[config.mk]
export PLATFORM = sky130hd
export DESIGN_NAME = mem_arbiter_rr_flat
export DESIGN_NICKNAME = d
export VERILOG_FILES = /design/src/rtl/mem_arbiter_rr_if.sv /design/src/rtl/mem_arbiter_rr.sv /design/src/flat_wrapper.sv
export SDC_FILE = /design/constraint.sdc
export NUM_CORES = 1
export LEC_CHECK = 0
export CAP_MARGIN = 5
export CORE_AREA = 2 2 193 195
export CTS_CLUSTER_SIZE = 40
export DETAILED_ROUTE_END_ITERATION = 10
export DIE_AREA = 0 0 195 197
export GPL_TIMING_DRIVEN = 0
export PLACE_DENSITY = 0.55
export RECOVER_POWER = 100
export SKIP_LAST_GASP = 1
export SLEW_MARGIN = 20
export SYNTH_ARGS = -nofsm -noshare
export SYNTH_HDL_FRONTEND = slang
export SYNTH_SLANG_ARGS = --single-unit
[constraint.sdc]
create_clock -name clk -period 4.8 [get_ports clk]
set_input_delay 1.2 -clock clk [delete_from_list [all_inputs] [get_ports clk]]
set_output_delay 1.2 -clock clk [all_outputs]
set_load 0.01 [all_outputs]
[src/rtl/mem_arbiter_rr_if.sv]
// mem_arbiter_rr_if: core-side and RAM-side buses of the memory arbiter.
// slave = arbiter view, master = cores + RAM view. Core k at [k*WIDTH +: WIDTH].
interface mem_arbiter_rr_if #(
  parameter int WIDTH    = 32,
  parameter int CORE_NUM = 4
);
  logic [CORE_NUM-1:0]       request;
  logic [CORE_NUM-1:0]       wren_core;
  logic [CORE_NUM*WIDTH-1:0] address_in;
  logic [CORE_NUM*WIDTH-1:0] data_in;
  logic [CORE_NUM*WIDTH-1:0] data_out;
  logic [CORE_NUM-1:0]       response;
  logic [WIDTH-1:0]          address;
  logic [WIDTH-1:0]          data_write;
  logic                      wren;
  logic [WIDTH-1:0]          data_read;

  modport slave (
    input  request,
    input  wren_core,
    input  address_in,
    input  data_in,
    input  data_read,
    output data_out,
    output response,
    output address,
    output data_write,
    output wren
  );

  modport master (
    output request,
    output wren_core,
    output address_in,
    output data_in,
    output data_read,
    input  data_out,
    input  response,
    input  address,
    input  data_write,
    input  wren
  );
endinterface

[src/rtl/mem_arbiter_rr.sv]
// mem_arbiter_rr: shares one single-port sync RAM among CORE_NUM cores.
// Round-robin by default; MEM_ARBITER_FIXED_PRIO_EN selects fixed priority.
// Ports: clk, rst_n (async, active-low), bus (mem_arbiter_rr_if.slave):
//   request/wren_core/address_in/data_in in, data_out/response out (per core),
//   address/data_write/wren out and data_read in (RAM side).
module mem_arbiter_rr #(
  parameter int WIDTH       = 32,
  parameter int CORE_NUM    = 4,
  parameter int RAM_LATENCY = 1
) (
  input logic             clk,
  input logic             rst_n,
  mem_arbiter_rr_if.slave bus
);

  localparam int GW = (CORE_NUM > 1) ? $clog2(CORE_NUM) : 1;
  localparam int CW = (RAM_LATENCY > 1) ? $clog2(RAM_LATENCY) : 1;

  localparam logic [CW-1:0] CNT_INIT = CW'(RAM_LATENCY - 1);

  localparam logic [1:0] S_IDLE   = 2'd0;
  localparam logic [1:0] S_ACCESS = 2'd1;
  localparam logic [1:0] S_WAIT   = 2'd2;
  localparam logic [1:0] S_RESP   = 2'd3;

  logic [1:0]                r_state;
  logic [GW-1:0]             r_grant;
  logic                      r_is_wr;
  logic [CW-1:0]             r_cnt;
  logic [WIDTH-1:0]          r_address;
  logic [WIDTH-1:0]          r_data_write;
  logic                      r_wren;
  logic [CORE_NUM*WIDTH-1:0] r_data_out;
  logic [CORE_NUM-1:0]       r_response;

  logic [GW-1:0]    w_gidx;
  logic             w_found;
  logic [WIDTH-1:0] w_addr_sel;
  logic [WIDTH-1:0] w_data_sel;
  logic             w_wr_sel;

`ifdef MEM_ARBITER_FIXED_PRIO_EN
  // Lowest requesting index wins; scan high-to-low so it is assigned last.
  always_comb begin
    w_gidx  = '0;
    w_found = 1'b0;
    for (int i = CORE_NUM - 1; i >= 0; i--) begin
      if (bus.request[i]) begin
        w_gidx  = i[GW-1:0];
        w_found = 1'b1;
      end
    end
  end
`else
  localparam logic [GW-1:0] LAST_RST = GW'(CORE_NUM - 1);

  logic [GW-1:0] r_last;

  // Search last+1 .. last+CORE_NUM; scanning the offsets backwards
  // leaves the closest requester after r_last as the winner.
  always_comb begin
    int            v_sum;
    logic [GW-1:0] v_idx;
    w_gidx  = '0;
    w_found = 1'b0;
    v_sum   = 0;
    v_idx   = '0;
    for (int i = CORE_NUM; i >= 1; i--) begin
      v_sum = (int'(r_last) + i) % CORE_NUM;
      v_idx = v_sum[GW-1:0];
      if (bus.request[v_idx]) begin
        w_gidx  = v_idx;
        w_found = 1'b1;
      end
    end
  end

  always_ff @(posedge clk or negedge rst_n) begin
    if (!rst_n) begin
      r_last <= LAST_RST;
    end else if (r_state == S_RESP) begin
      r_last <= r_grant;
    end
  end
`endif

  assign w_addr_sel = bus.address_in[w_gidx*WIDTH +: WIDTH];
  assign w_data_sel = bus.data_in[w_gidx*WIDTH +: WIDTH];
  assign w_wr_sel   = bus.wren_core[w_gidx];

  always_ff @(posedge clk or negedge rst_n) begin
    if (!rst_n) begin
      r_state      <= S_IDLE;
      r_grant      <= '0;
      r_is_wr      <= 1'b0;
      r_cnt        <= '0;
      r_address    <= '0;
      r_data_write <= '0;
      r_wren       <= 1'b0;
      r_data_out   <= '0;
      r_response   <= '0;
    end else begin
      unique case (r_state)
        S_IDLE: begin
          if (w_found) begin
            r_grant      <= w_gidx;
            r_is_wr      <= w_wr_sel;
            r_address    <= w_addr_sel;
            r_data_write <= w_data_sel;
            r_wren       <= w_wr_sel;
            r_state      <= S_ACCESS;
          end else begin
            r_wren <= 1'b0;
          end
        end
        S_ACCESS: begin
          r_wren <= 1'b0;
          if (r_is_wr) begin
            r_response[r_grant] <= 1'b1;
            r_state             <= S_RESP;
          end else begin
            r_cnt   <= CNT_INIT;
            r_state <= S_WAIT;
          end
        end
        S_WAIT: begin
          if (r_cnt == '0) begin
            r_data_out[r_grant*WIDTH +: WIDTH] <= bus.data_read;
            r_response[r_grant]                <= 1'b1;
            r_state                            <= S_RESP;
          end else begin
            r_cnt <= r_cnt - 1'b1;
          end
        end
        S_RESP: begin
          r_response <= '0;
          r_state    <= S_IDLE;
        end
        default: begin
          r_state <= S_IDLE;
        end
      endcase
    end
  end

  assign bus.address    = r_address;
  assign bus.data_write = r_data_write;
  assign bus.wren       = r_wren;
  assign bus.data_out   = r_data_out;
  assign bus.response   = r_response;

endmodule
[src/flat_wrapper.sv]
// flat-port wrapper written by rule: the top's interface ports become plain ports
module mem_arbiter_rr_flat 
#(
  parameter int WIDTH       = 32,
  parameter int CORE_NUM    = 4,
  parameter int RAM_LATENCY = 1
)
  (clk, rst_n, bus_request, bus_wren_core, bus_address_in, bus_data_in, bus_data_read, bus_data_out, bus_response, bus_address, bus_data_write, bus_wren);
  mem_arbiter_rr_if #(.WIDTH(WIDTH), .CORE_NUM(CORE_NUM)) bus_i ();
  input logic clk;
  input logic rst_n;
  input wire logic [$bits(bus_i.request)-1:0] bus_request;
  input wire logic [$bits(bus_i.wren_core)-1:0] bus_wren_core;
  input wire logic [$bits(bus_i.address_in)-1:0] bus_address_in;
  input wire logic [$bits(bus_i.data_in)-1:0] bus_data_in;
  input wire logic [$bits(bus_i.data_read)-1:0] bus_data_read;
  output wire logic [$bits(bus_i.data_out)-1:0] bus_data_out;
  output wire logic [$bits(bus_i.response)-1:0] bus_response;
  output wire logic [$bits(bus_i.address)-1:0] bus_address;
  output wire logic [$bits(bus_i.data_write)-1:0] bus_data_write;
  output wire logic [$bits(bus_i.wren)-1:0] bus_wren;
  assign bus_i.request = bus_request;
  assign bus_i.wren_core = bus_wren_core;
  assign bus_i.address_in = bus_address_in;
  assign bus_i.data_in = bus_data_in;
  assign bus_i.data_read = bus_data_read;
  assign bus_data_out = bus_i.data_out;
  assign bus_response = bus_i.response;
  assign bus_address = bus_i.address;
  assign bus_data_write = bus_i.data_write;
  assign bus_wren = bus_i.wren;
  mem_arbiter_rr #(.WIDTH(WIDTH), .CORE_NUM(CORE_NUM), .RAM_LATENCY(RAM_LATENCY)) u_core (.clk(clk), .rst_n(rst_n), .bus(bus_i));
endmodule
### After elaboration in Yosys (flattened, before gate mapping)

Cells that the tools add are included.

* equal/unequal tests: 7
* order comparisons: 7
* muxes and demuxes: 33
* shifts and indexed selects: 4
* reduce and logical (&&, ||, !) cells: 10
* add/subtract/negate cells: 6
* bitwise logic cells: 2

Operators by type and width (count)
* $shiftx A128 B8 Y32: 2
* $bwmux W128: 1
* $shift A32 B34 Y128 const A: 1
* $shiftx A32 B34 Y128: 1
* $neg A7 Y34: 1
* $lt A2 B3 Y1 const B: 6
* $mux W1: 14
* $mux W2: 6
* $pmux W4 S3: 1
* $bmux W1 S2: 5
* $mux W4: 2
* $pmux W2 S4: 1
* $reduce_and A2 Y1: 4
* $add A2 B1 Y2 const B: 2
* $add A2 B2 Y2 const B: 2
* $eq A2 B2 Y1 const B: 2
* $ne A2 B1 Y1 const B: 2
* $ne A2 B2 Y1 const B: 2
* $or A4 B4 Y4: 1
* $pmux W1 S2: 2
* $reduce_bool A2 Y1: 2
* $reduce_and A3 Y1: 1
* $reduce_bool A3 Y1: 1
* $demux W1 S2: 1
* other kinds (6): 6

* word-level logic and storage cells: 79
* bits of input ports: 298
* register bits after elaboration: 205
* output and inout port bits: 197

### Logic depth before layout (Yosys ltp)

* word-level depth: 11
* mapped depth: 9

### Worst setup path before layout

OpenSTA, ideal clock, no wires.

* kind: in2reg
* start: input port bus_request[2]
* end: register u_core.r_data_write[21] (netlist: u_core.bus.data_write[21])
* arrival time: 2.328 ns
* data required time: 4.662 ns
* setup slack: 2.334 ns
* library setup time: 0.138 ns
* path buffers: 2
* stages: 6
* cell sequence: nor2_1 a31oi_4 nand2b_1 buf_2 clkbuf_1 o211ai_1

* word-level cells in the longest chain between the ends: 7
* elaborated cells on any way between the ends: 18
* those cells by class: shift: 1; mux: 16; reduce/logical: 1

RTL lines
* start: declaration: RTL line flat_wrapper.sv:12 `input wire logic [$bits(bus_i.request)-1:0] bus_request;`
* $bmux W1 S2: RTL line mem_arbiter_rr.sv:71 `if (bus.request[v_idx]) begin`
* $mux W1 (implied by the code): RTL line mem_arbiter_rr.sv:71
* $mux W2 or $mux W1 (tied branches) (4 in series): RTL line mem_arbiter_rr.sv:71
* $shiftx A128 B8 Y32 or $reduce_and A2 Y1 (tied branches)
* end signal: assignment: RTL line mem_arbiter_rr.sv:109 `r_data_write <= w_data_sel;`
* end: declaration: RTL line mem_arbiter_rr.sv:31 `logic [WIDTH-1:0] r_data_write;`

Several ways; a longest one is shown, not always the timed one. The select of a mux whose other input is x is not followed.
A chain may end at the register's enable or synchronous reset.

### Final worst setup path

* start: input port bus_request[3]
* end: register u_core.r_address[10] (netlist: u_core.bus.address[10])

* word-level cells in the longest chain between the ends: 7
* elaborated cells on any way between the ends: 18
* those cells by class: shift: 1; mux: 16; reduce/logical: 1

RTL lines
* $bmux W1 S2: RTL line mem_arbiter_rr.sv:71
* $mux W1 (implied by the code): RTL line mem_arbiter_rr.sv:71
* $mux W2 or $mux W1 (tied branches) (4 in series): RTL line mem_arbiter_rr.sv:71
* $shiftx A128 B8 Y32 or $reduce_and A2 Y1 (tied branches)
* end signal: assignment: RTL line mem_arbiter_rr.sv:108 `r_address <= w_addr_sel;`
* end: declaration: RTL line mem_arbiter_rr.sv:30 `logic [WIDTH-1:0] r_address;`

Several ways; a longest one is shown, not always the timed one. The select of a mux whose other input is x is not followed.

==> flow_summary.yaml <==
run_status:
  status: "finished, violations left"
  violations: "capacitance limit, slew limit"
logic_synthesis:
  synth_edf_count: 0
  yosys-top-cells-area: "dfrtp_1, a22o_1, mux2_2"
  syn_inst: 865
  synth_ff_type: "dfrtp_1"
  async_flop_share_pct: 100
  synth_nets: 1174
  syn_area_per_cell_um2: 11.4
  yosysTopAreaCellShare_pct: 51.4
  yosysWarnings: 0
  ys_types: 33
  ys_ff_latch: 204
  synth_area_um2: 9830
  ys_seq_area_share_pct: 51.9
  yosys.area.top_type: "dfrtp_1"
pwr:
  peakVddDrop_mv: 0.204
  p_leak_nw: 7.16
  powerDensity_nw_per_um2: 576
worst_setup_path:
  cp.arrival_ps: 4180
  critPathKind: "in2reg"
  critical_path_required_ps: 5240
  critPathMaxFanout: 10
  end_kind: "flop"
  critPathLaunchType: "primary input"
cts:
  htree_levels: 1
  cts_made_buffers: 25
  clock_sinks: 204
  hold_buffers: 0
  clock_path_buffers: 3
  cts_root_buf: "clkbuf_16"
  cts_setup_buffers: 0
  insertion_delay_ps: 540
  cts_tree: "yes"
  cts_resized: 0
  clkTransAtPathRegs_ps: 60
placement:
  dp_cells: 1829
  dp.final_hpwl_um: 32600
  port_buffers: 494
  dpl_cell_area_um2: 15400
  routabilityCongestion: 0.820
floorplan:
  fp.dieH_um: 197
  die-area_um2: 38400
  core-area_um2: 36300
  num_rows: 70
  pin_count: 495
  die_x_um: 195
  initial_core_util_pct: 27.1
grt:
  antenna_found_initial: 6
  grtUsageTotal_pct: 21.2
  grt_pass1_wl_um: 61800
  grt_max_degree: 81
  grt_pass1_vias: 9692
  grt.overflow.total: 0
timing:
  clock.fmax_mhz: 267
  worst_pin_slew_ps: 2020
  fin_skew_ps: 11.6
  min_period_ps: 3750
  setup_viol: 0
  final.setup.tns_ps: 0
  rsz0062_at_grt: "no"
  drv_slew: 80
  hold_viol: 0
  worst_slew_margin_rel_pct: -34.8
  fin_crit_sh_pct: 78.0
cells_and_area:
  fin_area_um2: 16300
  finalNonFillerCells: 1879
  drive_above_1_share_pct: 10.2
  final_cell_mix: "clkdlybuf4s50_1, dfrtp_1, dlygate4sd3_1"
  final_common_cell: "clkdlybuf4s50_1"
  syn2layout_area_growth_pct: 65.6
  final_net_count: 1697
  final_util_pct: 44.9
  fill_cells: 3532
route:
  vias: 9341
  wl_um: 42000
  vias_per_cell: 4.97
  wl_per_cell_um: 22.4
  dr.pass1.iters: 4
  route.detailed.drc: 0
  ant_nets: 0
  drt_iter0_drc: 379
worst_hold_path:
  hp-class: "reg2reg"
flow_run:
  cap_violations: 1
## per-layer routing
metal  global-route usage [%]  routed length [um]  vias to the layer above
met5                        0                  16                        -
met4                     6.76                1070                        2
met3                     5.34                3380                       60
met2                     37.2               21200                      400
met1                     25.4               16400                     4558
li1                         -                   -                     4321
## layout make-up
type,instances,area (um^2),area share [%]
Tap cell,468,586,3.60
Clock buffer,30,684,4.20
Buffer,80,344,2.11
Sequential cell,204,5110,31.4
Antenna cell,5,12.5,0.0769
Timing Repair Buffer,496,4980,30.6
Clock inverter,15,228,1.40
Inverter,8,30.0,0.184
Multi-Input combinational cell,573,4310,26.5
## power by group
group | switching (mW) | total (mW) | internal, mW
sequential | 0.396 | 2.83 | 2.44
combinational | 2.31 | 4.44 | 2.12
clock | 0.809 | 2.10 | 1.29
total | 3.52 | 9.37 | 5.85
## through the flow
stage | setup WS, ps | hold slack (ps) | power (mW)
after global routing | 836 | 510 | 9.96
after CTS | 1730 | 497 | 9.80
final | 1050 | 488 | 9.37
after floorplan | 2330 | 521 | 5.11
after detailed placement | 1150 | 484 | 7.65
after global placement | -6720 | 479 | 7.60
## sequential cells by signal, summed over array words and instances, names as in the netlist
register	flops
u_core.bus.data_out	128
u_core.bus.address	32
u_core.bus.data_write	32
u_core.bus.response	4
u_core.r_grant	2
u_core.r_last	2
u_core.r_state	2
u_core.bus.wren	1
u_core.r_is_wr	1
## worst paths after layout
check                                      start                         to  slack [ps]  depth (start not counted)
max                               bus_request[3]     u_core.bus.address[10]        1050                          8
min                        u_core.bus.address[5]      u_core.bus.address[5]         490                          2
max reg2reg                    u_core.r_state[0]     u_core.bus.address[10]        1580                          9
min reg2reg                u_core.bus.address[5]      u_core.bus.address[5]         490                          2
max in group asynchronous                  rst_n  u_core.bus.data_write[14]        1930                          3
min in group asynchronous                  rst_n    u_core.bus.data_out[68]         560                          1
## cell families after synthesis
kind of cell | share of synthesized area (%)
AO/OA/AOI/OAI | 18.0
AND/OR/NAND/NOR | 10.3
flip-flops | 51.9
multiplexers | 14.4
buffers and inverters | 3.91
adder cells (fa/ha/maj) | 1.40
## worst max-delay path: stages
cell           delay (ps)
dlygate4sd3_1         630
nor2_1                130
a31oi_1               910
buf_4                 360
clkbuf_1              440
nand3_1               130
mux2_2                280
o211ai_1              100
## synthesized netlist by cell type (2+ instances only)
cell,n
buf_2,31
nand2b_1,3
nor4b_2,3
ha_1,11
o21ai_0,3
a21oi_1,11
nand2_1,71
dfrtp_1,202
buf_4,4
o211ai_1,65
nor2_1,2
a31oi_4,2
inv_1,8
dfstp_2,2
nand3_1,129
mux2_2,66
mux2i_1,66
clkbuf_1,44
a22o_1,128
Note: power is estimated with default switching activity, not from simulation.
